### src/rtl/line_stream_feeder.sv
// Paced raster pixel feeder with credit-based line flow control and zero flush lines.
// Optional stall statistics output enabled by defining LINE_STREAM_FEEDER_STATS_EN.
module line_stream_feeder #(
    parameter int IMAGE_WIDTH      = 512,
    parameter int IMAGE_HEIGHT     = 512,
    parameter int NUM_LINE_BUFFERS = 4,
    parameter int FLUSH_LINES      = 2
) (
    input  logic                                clk,
    input  logic                                rstN,
    input  logic                                start,
    input  logic [7:0]                          s_pixel,
    input  logic                                s_valid,
    output logic                                s_ready,
    input  logic                                line_consumed,
    output logic [7:0]                          pixel_out,
    output logic                                pixel_out_valid,
    output logic                                busy,
    output logic                                frame_done,
    output logic [$clog2(NUM_LINE_BUFFERS):0]   credits,
    output logic                                credit_err
`ifdef LINE_STREAM_FEEDER_STATS_EN
    ,
    output logic [31:0]                         stall_cycles
`endif
);

    localparam int COL_W = $clog2(IMAGE_WIDTH);
    localparam int ROW_W = $clog2(IMAGE_HEIGHT);
    localparam int FL_W  = (FLUSH_LINES > 0) ? $clog2(FLUSH_LINES + 1) : 1;
    localparam int CR_W  = $clog2(NUM_LINE_BUFFERS) + 1;

    typedef enum logic [1:0] {
        S_IDLE,
        S_STREAM,
        S_FLUSH,
        S_DRAIN
    } state_t;

    state_t            r_state;
    logic [COL_W-1:0]  r_col;
    logic [ROW_W-1:0]  r_row;
    logic [FL_W-1:0]   r_flush_cnt;
    logic [CR_W-1:0]   r_credits;
    logic              r_credit_err;
    logic [7:0]        r_pixel;
    logic              r_valid;
    logic              r_done;

    logic w_col_first;
    logic w_col_last;
    logic w_row_last;
    logic w_flush_last;
    logic w_credits_full;
    logic w_can_go;
    logic w_stream_xfer;
    logic w_flush_emit;
    logic w_line_start;

    assign w_col_first    = (r_col == '0);
    assign w_col_last     = (r_col == COL_W'(IMAGE_WIDTH - 1));
    assign w_row_last     = (r_row == ROW_W'(IMAGE_HEIGHT - 1));
    assign w_flush_last   = (r_flush_cnt == FL_W'(FLUSH_LINES - 1));
    assign w_credits_full = (r_credits == CR_W'(NUM_LINE_BUFFERS));
    // A new line may only begin while a downstream buffer is free.
    assign w_can_go       = !w_col_first || (r_credits != '0);
    assign w_stream_xfer  = (r_state == S_STREAM) && s_valid && w_can_go;
    assign w_flush_emit   = (r_state == S_FLUSH) && w_can_go;
    assign w_line_start   = (w_stream_xfer || w_flush_emit) && w_col_first;

    assign s_ready         = (r_state == S_STREAM) && w_can_go;
    assign busy            = (r_state != S_IDLE);
    assign pixel_out       = r_pixel;
    assign pixel_out_valid = r_valid;
    assign frame_done      = r_done;
    assign credits         = r_credits;
    assign credit_err      = r_credit_err;

    always_ff @(posedge clk) begin
        if (!rstN) begin
            r_state      <= S_IDLE;
            r_col        <= '0;
            r_row        <= '0;
            r_flush_cnt  <= '0;
            r_credits    <= CR_W'(NUM_LINE_BUFFERS);
            r_credit_err <= 1'b0;
            r_pixel      <= 8'h00;
            r_valid      <= 1'b0;
            r_done       <= 1'b0;
        end else begin
            r_valid <= 1'b0;
            r_done  <= 1'b0;
            case (r_state)
                S_IDLE: begin
                    // The cycle showing frame_done still ignores start.
                    if (start && !r_done) begin
                        r_state      <= S_STREAM;
                        r_col        <= '0;
                        r_row        <= '0;
                        r_flush_cnt  <= '0;
                        r_credit_err <= 1'b0;
                    end
                end
                S_STREAM: begin
                    if (w_stream_xfer) begin
                        r_pixel <= s_pixel;
                        r_valid <= 1'b1;
                        if (w_col_last) begin
                            r_col <= '0;
                            if (w_row_last) begin
                                r_row       <= '0;
                                r_flush_cnt <= '0;
                                r_state     <= (FLUSH_LINES == 0) ? S_DRAIN : S_FLUSH;
                            end else begin
                                r_row <= r_row + ROW_W'(1);
                            end
                        end else begin
                            r_col <= r_col + COL_W'(1);
                        end
                    end
                end
                S_FLUSH: begin
                    if (w_flush_emit) begin
                        r_pixel <= 8'h00;
                        r_valid <= 1'b1;
                        if (w_col_last) begin
                            r_col <= '0;
                            if (w_flush_last) begin
                                r_flush_cnt <= '0;
                                r_state     <= S_DRAIN;
                            end else begin
                                r_flush_cnt <= r_flush_cnt + FL_W'(1);
                            end
                        end else begin
                            r_col <= r_col + COL_W'(1);
                        end
                    end
                end
                S_DRAIN: begin
                    if (w_credits_full) begin
                        r_done  <= 1'b1;
                        r_state <= S_IDLE;
                    end
                end
                default: r_state <= S_IDLE;
            endcase

            // Placed after the IDLE clear so an over-return on the start cycle still flags.
            if (line_consumed && !w_line_start) begin
                if (w_credits_full) begin
                    r_credit_err <= 1'b1;
                end else begin
                    r_credits <= r_credits + CR_W'(1);
                end
            end else if (w_line_start && !line_consumed) begin
                r_credits <= r_credits - CR_W'(1);
            end
        end
    end

`ifdef LINE_STREAM_FEEDER_STATS_EN
    logic [31:0] r_stall;
    logic        w_stalled;

    assign w_stalled    = ((r_state == S_STREAM) || (r_state == S_FLUSH)) && !w_can_go;
    assign stall_cycles = r_stall;

    always_ff @(posedge clk) begin
        if (!rstN) begin
            r_stall <= '0;
        end else if ((r_state == S_IDLE) && start && !r_done) begin
            r_stall <= '0;
        end else if (w_stalled && (r_stall != 32'hFFFF_FFFF)) begin
            r_stall <= r_stall + 32'd1;
        end
    end
`endif

endmodule

### config.mk
export PLATFORM = sky130hd
export DESIGN_NAME = line_stream_feeder
export DESIGN_NICKNAME = d
export VERILOG_FILES = /design/src/rtl/line_stream_feeder.sv
export SDC_FILE = /design/constraint.sdc
export NUM_CORES = 1
export LEC_CHECK = 0
export ABC_AREA = 1
export CAP_MARGIN = 20
export CORE_MARGIN = 2
export CORE_UTILIZATION = 50
export DETAILED_ROUTE_END_ITERATION = 12
export MAX_ROUTING_LAYER = met4
export PLACE_DENSITY_LB_ADDON = 0.15
export RECOVER_POWER = 100
export SKIP_LAST_GASP = 1
export SLEW_MARGIN = 30
export SYNTH_ARGS = -nofsm -noshare
export SYNTH_HDL_FRONTEND = slang
export SYNTH_SLANG_ARGS = --single-unit
### constraint.sdc
create_clock -name clk -period 5.9 [get_ports clk]
set_input_delay 1.18 -clock clk [delete_from_list [all_inputs] [get_ports clk]]
set_output_delay 1.18 -clock clk [all_outputs]
set_load 0.03 [all_outputs]
==> results.md, run 1 <==
- Top-Level Pins: 29
- Total GRT Usage: 0.202
- Levels on crit path: 7
- Vias in the first global route: about 1700
- Reg-to-reg critical path startpoint: r_col[0]
- Mapped Nets: 344
- CP endpoint kind: primary output
- First-pass GRT wire length: about 7000 um
- Grt ovf: 0
- Ant. Diodes: 0
- Die X: around 69 um
- WL per Instance: 10.7 um
- HPWL after DPL: ~3200 um
- Fmax achieved: roughly 0.30 GHz
- Synthesized area per cell: approximately 6.5 um^2
- Async S/R FF share, synth: 0
- Max VDD drop: 0.285 mV
- Total CTS buffers: 5
- Total power: between 1 and 1.5 mW
- CTS max path bufs: 2
- Leakage: ~1.1 nW
- Worst slew pin tran: 581 ps
- Sequential fraction of the synthesis area: 0.344
- FF-to-FF setup slack: roughly 3300 ps
- Pin count of the biggest net entering global routing: 20
- Initial DRT Pass Iterations: 4
- Synth area leader: dfxtp_1
- R2R cell count: 13
- Post-CTS Setup Bufs: 0
- RSZ-0062 raised after global routing: no
- CP startpoint kind: register
- Initial Util: 0.520
- Initial antenna violation count: 0
- Syn. warnings: 0
- Cell family contributing the most delay on the critical path: buffers and inverters
- Max incr delay on CP: between 700 and 800 ps
- Root Buffer: clkbuf_8
- CTS tree: done
- Post_cts resized: 0
- Layout cells sized above 1: 0.0486
- Synthesized area: 2100 um^2
- CP Data Required Time: around 4700 ps
- Post-layout min period: ~3300 ps
- Gate Count Post-Synth: 320
- # clock sinks: 36
- Leading post-synthesis cells by cell area: dfxtp_1 (34%), nand2_1 (11%), nor2_1 (11%), inv_1 (8.6%), ha_1 (6.0%)
- Routed wire length: about 4300 um
- Hold WC Path Type: reg -> reg
- Hold buffers post-CTS: 0
- Netlist cell types: 30
- Core area: between 4000 and 5000 um^2
- Maxcap violations: 0
- PortBufs: 28
- Area grow syn2layout: 17.2%
- Status: finished, final reports clean
- Power density over cell area: about 500 nW/um^2
- Row count: 23
- Tcrit/Tclk final: 0.560
- Worst-skew pair later-pin latency: 280 ps
- DIE AREA: roughly 4700 um^2
- Final net count: about 370
- Slew Limit Fails: 0
- Die height: a little under 70 um
- Worst Path Max Fanout: 5
- CP Class: reg -> out
- Slew headroom: 0.608
- Worst setup startpoint: r_col[0]
- Worst path cell trace: inv_1, ha_1, nand2_1, nor2_1, and2_1, a21oi_1, dlygate4sd3_1
- Vias/cell: approximately 4.8
- Clock transition at path regs: approximately 70 ps
- CP Data Arrival Time: 2130 ps
- Initial drt markers: 74
- Vias: slightly below 2000
- FF+latch count, synth: 36
- Final hold viol count: 0
- Yosys top cell area share: 0.344
- Slowest library cell on the worst path: dlygate4sd3_1
- Post-route ant nets: 0
- H-tree depth: 2
- Setup-failing EPs final: 0
- Setup_tns: 0 ps
- Hold depth: 2
- Post-synth EDFFs: 0
- Worst Path Buf+Inv: 2
- Synth top cells by count: nand2_1 (63), nor2_1 (59), inv_1 (48)
- Count leader, synth: nand2_1
- Global placement routability congestion: 0.821
- Clock skew: slightly above 2 ps
- Hold Startpoint: r_flush_cnt[1]
- Most used flip-flop cell after synthesis: dfxtp_1
- DRC: 0
-- cell type report --
type	instances	area, um^2
fillers	408	1570
multi-input cells	224	1100
flip-flops and latches	36	721
repair buffers	28	280
inverters	54	203
clock buffers	6	82.6
well taps	50	62.6
clock inverters	2	10.0
-- worst reg2reg max path: cells and delay by family (launching register included) --
family / cells / cell delay [ps]
AOI/OAI and AO/OA: 3 / 750
adders and majority gates: 2 / 430
buffers and inverters: 1 / 50
DFF: 1 / 390
and+or+nand+nor: 7 / 890
-- power by group --
group / internal (mW) / switching, mW / total [mW]
Combinational: 0.226 / 0.480 / 0.706
Sequential: 0.305 / 0.0392 / 0.345
Clock: 0.0931 / 0.0852 / 0.178
-- flip-flops by register name, indices dropped and copies added (netlist names) --
| register | flops |
|---|---|
| frame_done | 1 |
| pixel_out | 8 |
| r_state | 2 |
| credits | 3 |
| r_flush_cnt | 2 |
| pixel_out_valid | 1 |
| r_col | 9 |
| r_row | 9 |
| credit_err | 1 |
-- worst paths after layout --
kind / to
worst max register to register: r_row[0]
worst min register to register: r_flush_cnt[1]
worst max-delay path: s_ready
worst min-delay path: r_flush_cnt[1]
-- metal layers --
layer / routed length [um] / vias to the layer above / global-route usage / share of wire
li1: - / 1060 / - / -
met1: 2100 / 846 / 0.245 / 0.49
met2: 2000 / 21 / 0.335 / 0.47
met3: 110 / 5 / 0.0438 / 0.026
met4: 56 / 0 / 0.0662 / 0.013
met5: 0 / - / - / 0
-- cell families after synthesis --
| family | share of synthesized area |
|---|---|
| AOI/OAI and AO/OA | 0.0937 |
| adders and majority gates | 0.0693 |
| xor gates and xnor gates | 0.0125 |
| buffers and inverters | 0.116 |
| and+or+nand+nor | 0.364 |
| DFF | 0.344 |
-- layout by cell type, fill, tap and decap left out, types with 3 or more instances in the layout --
| master | synthesis | final |
|---|---|---|
| nand2_1 | 63 | 65 |
| nor2_1 | 59 | 59 |
| inv_1 | 48 | 49 |
| dfxtp_1 | 36 | 36 |
| nand3_1 | 23 | 26 |
| a21oi_1 | 19 | 19 |
| dlygate4sd3_1 | 0 | 18 |
| o21ai_0 | 13 | 15 |
| ha_1 | 10 | 10 |
| clkdlybuf4s50_1 | 0 | 10 |
| nor3_1 | 7 | 7 |
| nand4_1 | 6 | 6 |
| clkbuf_8 | 0 | 6 |
| inv_2 | 5 | 4 |
| o21ai_1 | 4 | 3 |
-- per-stage QoR --
stage / hold slack, ps / std cells / util / setup WS (ps) / cell area (um^2)
final: 430 / 400 / 0.610 / 2590 / 2460
after global placement: 420 / 392 / 0.595 / 2840 / 2400
after floorplan: 405 / 320 / - / 3330 / 2100
after global routing: 470 / 400 / 0.610 / 2500 / 2460
after CTS: 435 / 400 / 0.618 / 2590 / 2490
after detailed placement: 425 / 392 / 0.595 / 2790 / 2400
(Power assumes the default switching activity.)
==> inputs of run 2 (changes only) <==
- clock period: 5.9 -> 3.1 ns (I/O delays scaled with it)
==> run 2 against run 1 <==
Routed wire length rose by 6.7%. Core utilization rose by 1.5 points. Setup slack worse by 2300 ps. Combinational power increased by 95%. Final area rose by 2.5%.
==> results.md, run 2 (synthesis gave the netlist of run 1 again) <==
- Total GRT Usage: 0.217 (+0.0150)
- Initial drt markers: 106 (+43%)
- CP startpoint kind: register
- Ant. Diodes: 0 (unchanged)
- Vias/cell: 4.96 (+2.6%)
- Worst Path Buf+Inv: 3 (+1)
- Setup_tns: 0 ps (unchanged)
- RSZ-0062 raised after global routing: no
- Core area: 4030 um^2 (unchanged)
- Reg area: 721 um^2 (unchanged)
- Total CTS buffers: 5 (unchanged)
- Slowest library cell on the worst path: dlygate4sd3_1
- Clk pwr share: 0.184 (+0.039)
- Post-CTS Setup Bufs: 0 (unchanged)
- # clock sinks: 36 (unchanged)
- Final hold viol count: 0 (unchanged)
- Grt ovf: 0 (unchanged)
- Slew Limit Fails: 0 (unchanged)
- Comb power frac: 0.552 (-0.023)
- Die X: 68.7 um (unchanged)
- Post_cts resized: 0 (unchanged)
- CTS max path bufs: 2 (unchanged)
- Worst Path Max Fanout: 8 (+3)
- Power density over cell area: 995 nW/um^2 (+99%)
- PortBufs: 28 (unchanged)
- Routed wire length: 4550 um (+6.7%)
- CP Data Arrival Time: 2160 ps (+30 ps)
- Initial Util: 0.520 (unchanged)
- First-pass GRT wire length: 7450 um (+5.4%)
- Worst path cell trace: inv_1, ha_1, inv_1, a21oi_1, dlygate4sd3_1
- Net switching fraction of the power: 0.477 (-0.0147)
- DIE AREA: 4730 um^2 (unchanged)
- Initial antenna violation count: 0 (unchanged)
- CP endpoint kind: primary output
- Net Sw Power: 1.19 mW (+98%)
- Hold buffers post-CTS: 0 (unchanged)
- Clock transition at path regs: 70 ps (about the same)
- Int Power: 1.31 mW (+110%)
- Setup-failing EPs final: 0 (unchanged)
- Maxcap violations: 0 (unchanged)
- Cell family contributing the most delay on the critical path: buffers and inverters
- Slew headroom: 0.526 (-0.0824)
- Status: finished, final reports clean
- Commonest non-fill, non-tap cell in the layout: nand2_1
- DRC: 0 (unchanged)
- Layout fillers: 395 (-3.2%)
- CP Data Required Time: 2480 ps (-2240 ps)
- CTS tree: done
- Max VDD drop: 0.461 mV (+62%)
- Leakage: 1.16 nW (+2.4%)
- Global placement routability congestion: 0.841 (+2.4%)
- CP Class: reg -> out
- Most frequent cells in the layout: nand2_1 (63), nor2_1 (59), inv_1 (49), dfxtp_1 (36), nand3_1 (25)
- Tcrit/Tclk final: 0.896
- Most common cell on crit path: inv_1
- Vias in the first global route: 1723 (+1.5%)
- Area grow syn2layout: 20.1%
- Fmax achieved: 0.360 GHz
- Hold WC Path Type: reg -> reg
- Row count: 23 (unchanged)
- Total power: 2.50 mW (+100%)
- HPWL after DPL: 3290 um (+2.1%)
- Multi-input gate area: 1120 um^2 (+1.8%)
- Worst slew pin tran: 711 ps (+130 ps)
- Root Buffer: clkbuf_8
- Die height: 68.7 um (unchanged)
- Vias: 1993 (+3.2%)
- H-tree depth: 2 (unchanged)
- Clock skew: 6.90 ps (+4.84 ps)
- Initial DRT Pass Iterations: 4 (unchanged)
- Layout cells sized above 1: 0.0568 (+0.00825)
- Seq pwr share: 0.264 (-0.016)
- Max incr delay on CP: 750 ps (about the same)
- Worst-skew pair later-pin latency: 290 ps (about the same)
- Post-route ant nets: 0 (unchanged)
- WL per Instance: 11.3 um (+6.2%)
- Final net count: 375 (+0.54%)
- Top-Level Pins: 29 (unchanged)
- Pin count of the biggest net entering global routing: 16 (-20%)
- Post-layout min period: 2780 ps
[run 2: cell types whose count changed in the layout (fill, tap and decap cells not counted), sizes merged]
cell / previous run / this run
clkinv: 3 / 1
clkbuf: 6 / 9
clkdlybuf4s50: 10 / 11
bufinv: 0 / 1
dlygate4sd3: 18 / 17
[run 2: area by class of cell]
class	instances	area share
Clock buffer	7	0.0383
Clock inverter	1	0.0119
Inverter	54	0.0805
Multi-Input combinational cell	224	0.444
Sequential cell	36	0.286
Tap cell	50	0.0249
Timing Repair Buffer	30	0.114
[run 2: tightest hold or removal path, stage by stage (launching register included)]
cell	delay [ps]
dfxtp_1	310
inv_1	50
nor2_1	30
[run 2: power groups by stage]
stage	registers [mW]	clock network, mW	logic (mW)
3_3_place_gp	0.668	0	1.42
5_1_grt	0.678	0.488	1.56
4_1_cts	0.663	0.475	1.44
3_5_place_dp	0.672	0	1.43
2_1_floorplan	0.792	0	0.964
6_report	0.660	0.462	1.38
[run 2: final timing paths]
kind | slack [ps] | end | from | cells past startpoint
hold reg to reg | 430 | r_flush_cnt[1] | r_flush_cnt[1] | 2
setup / recovery | 320 | s_ready | r_state[1] | 5
hold / removal | 430 | r_flush_cnt[1] | r_flush_cnt[1] | 2
setup reg to reg | 640 | r_row[3] | r_col[0] | 13
[run 2: metal layers]
layer	wire, um	global-route usage
met1	2190	0.262
met5	0	-
met3	183	0.0568
met2	2120	0.347
met4	56	0.0833
[run 2: metrics by stage]
stage          utilization  cells  instance area [um^2]  setup slack, ps  hold WS [ps]
3_3_place_gp         0.599    394                  2410              737           416
4_1_cts              0.630    402                  2540              374           437
6_report             0.625    402                  2520              321           430
2_1_floorplan            -    320                  2100             1090           405
3_5_place_dp         0.599    394                  2410              706           425
5_1_grt              0.625    402                  2520              252           459
==> inputs of run 3 (changes only) <==
- CORE_UTILIZATION: 50 -> 38
==> run 3 against run 2 <==
Final area is the same. Via count is 1.5% lower. Maximum frequency barely moved. Critical path type unchanged. Flip-flop and latch count is the same. Clock power is 8.7% lower. Setup slack improved by 1.6 ps. Routed wire length is 3.1% higher. Critical endpoint unchanged.
==> results.md, run 3 (synthesis gave the netlist of run 1 again) <==
- Top-Level Pins: 29 (unchanged)
- Area grow syn2layout: 20.1% (unchanged)
- Fmax achieved: 0.360 GHz (about the same)
- Initial antenna violation count: 0 (unchanged)
- Hold Slack: 430 ps (+0.879 ps)
- Die height: 78.3 um (+14%)
- CTS max path bufs: 2 (unchanged)
- Clock transition at path regs: 80 ps (about the same)
- Clock skew: 4.20 ps (-2.70 ps)
- Post_cts resized: 0 (unchanged)
- Placed insts: 416 (+5.6%)
- Layout fillers: 585 (+48%)
- FF-to-FF setup slack: 610 ps (-30 ps)
- Routed wire length: 4690 um (+3.1%)
- Worst slew pin tran: 616 ps (-95.5 ps)
- Design area: 2520 um^2 (unchanged)
- DP Area: 2440 um^2 (+1.1%)
- CP Class: reg -> out
- Final hold viol count: 0 (unchanged)
- Total GRT Usage: 0.169 (-0.0486)
- Pre-CTS WS: 666 ps (-39.3 ps)
- Worst setup margin: 323 ps (+1.58 ps)
- WL per Instance: 11.1 um (-2.3%)
- Vias in the first global route: 1794 (+4.1%)
- Worst Hold Endpoint: r_flush_cnt[1]
- DIE AREA: 6130 um^2 (+30%)
- CP Data Required Time: 2480 ps (about the same)
- Global placement routability congestion: 0.786 (-6.5%)
- CP startpoint kind: register
- Post-CTS Setup Bufs: 0 (unchanged)
- H-tree depth: 2 (unchanged)
- DRC: 0 (unchanged)
- Vias: 1963 (-1.5%)
- R2R cell count: 13 (unchanged)
- Grt ovf: 0 (unchanged)
- Pin count of the biggest net entering global routing: 15 (-1)
- Core Util, Final: 0.466 (-0.159)
- Worst Path Max Fanout: 5 (-3)
- Vias/cell: 4.63 (-6.6%)
- Most frequent cells in the layout: nand2_1 (64), nor2_1 (59), inv_1 (50), dfxtp_1 (36), nand3_1 (26)
- # clock sinks: 36 (unchanged)
- Non-filler instance count after layout: 424 (+5.5%)
- Reg-to-reg critical path startpoint: r_col[0]
- Row count: 27 (+17%)
- Setup-failing EPs final: 0 (unchanged)
- CP endpoint kind: primary output
- Tcrit/Tclk final: 0.896 (about the same)
- Root Buffer: clkbuf_8
- Hold depth: 2 (unchanged)
- Status: finished, final reports clean
- CTS tree: done
- First-pass GRT wire length: 7970 um (+7.0%)
- Initial drt markers: 80 (-25%)
- RSZ-0062 raised after global routing: no
- Commonest non-fill, non-tap cell in the layout: nand2_1
- HPWL after DPL: 3530 um (+7.1%)
- Layout cells sized above 1: 0.0483 (-0.00852)
- Initial DRT Pass Iterations: 4 (unchanged)
- Total CTS buffers: 5 (unchanged)
- Hold Startpoint: r_flush_cnt[1]
- Power density over cell area: 967 nW/um^2 (-2.8%)
- Slew Limit Fails: 0 (unchanged)
- Ant. Diodes: 0 (unchanged)
- Post-route ant nets: 0 (unchanged)
- Max VDD drop: 0.424 mV (-7.9%)
- Setup_tns: 0 ps (unchanged)
- Core area: 5410 um^2 (+34%)
- Hold WC Path Type: reg -> reg
- CP Data Arrival Time: 2160 ps (about the same)
- Worst-skew pair later-pin latency: 290 ps (about the same)
- Final net count: 375 (unchanged)
- R2r endpoint: r_row[0]
- Maxcap violations: 0 (unchanged)
- PortBufs: 28 (unchanged)
- Hold buffers post-CTS: 0 (unchanged)
- Leakage: 1.14 nW (-1.1%)
- Total power: 2.43 mW (-2.8%)
- Slew headroom: 0.589 (+0.0636)
- Initial Util: 0.388 (-0.132)
- Post-layout min period: 2780 ps (-1.58 ps)
- Die X: 78.3 um (+14%)
[run 3: cell types whose count changed in the layout (fill, tap and decap cells not counted)]
cell | before | now
clkbuf_8 | 7 | 5
clkinv_2 | 0 | 1
clkinvlp_4 | 0 | 1
inv_1 | 49 | 50
inv_2 | 4 | 3
nand2_1 | 63 | 64
nand2_4 | 2 | 1
nand3_1 | 25 | 26
nand3_2 | 2 | 1
o21ai_0 | 15 | 14
o21ai_1 | 3 | 4
[run 3: cell type report]
| type | instances | area [um^2] | area share |
|---|---|---|---|
| Clock buffer | 5 | 68.8 | 0.0273 |
| Clock inverter | 3 | 42.5 | 0.0169 |
| Inverter | 54 | 203 | 0.0805 |
| Multi-Input combinational cell | 224 | 1100 | 0.439 |
| Sequential cell | 36 | 721 | 0.286 |
| Tap cell | 72 | 90.1 | 0.0358 |
| Timing Repair Buffer | 30 | 288 | 0.114 |
[run 3: worst max-delay path by stage]
stage	slack [ps]	cells past startpoint	start	end
final	320	7	r_col[0]	s_ready
after global routing	170	7	r_col[0]	s_ready
after CTS	320	5	r_state[1]	s_ready
after detailed placement	670	5	r_state[1]	s_ready
after global placement	670	7	r_col[0]	s_ready
after floorplan	1090	6	r_col[0]	s_ready
[run 3: worst max-delay path, stage by stage (launching register included)]
cell,delay [ps]
dfxtp_1,400
inv_1,60
ha_1,200
nand2_1,70
nor2_1,50
and2_1,180
a21oi_1,150
dlygate4sd3_1,760
[run 3: layer usage]
| metal | wire length (um) | share of wire | up-vias | track usage |
|---|---|---|---|---|
| li1 | - | - | 1063 | - |
| met4 | 119 | 0.025 | 0 | 0.0825 |
| met3 | 117 | 0.025 | 9 | 0.0379 |
| met2 | 2140 | 0.46 | 19 | 0.263 |
| met5 | 0 | 0 | - | - |
| met1 | 2320 | 0.49 | 872 | 0.207 |
[run 3: power by group]
| group | total, mW | internal (mW) | switching [mW] | leakage [nW] |
|---|---|---|---|---|
| clock network | 0.422 | 0.238 | 0.184 | 0.0541 |
| registers | 0.658 | 0.581 | 0.0771 | 0.294 |
| logic | 1.35 | 0.433 | 0.922 | 0.795 |
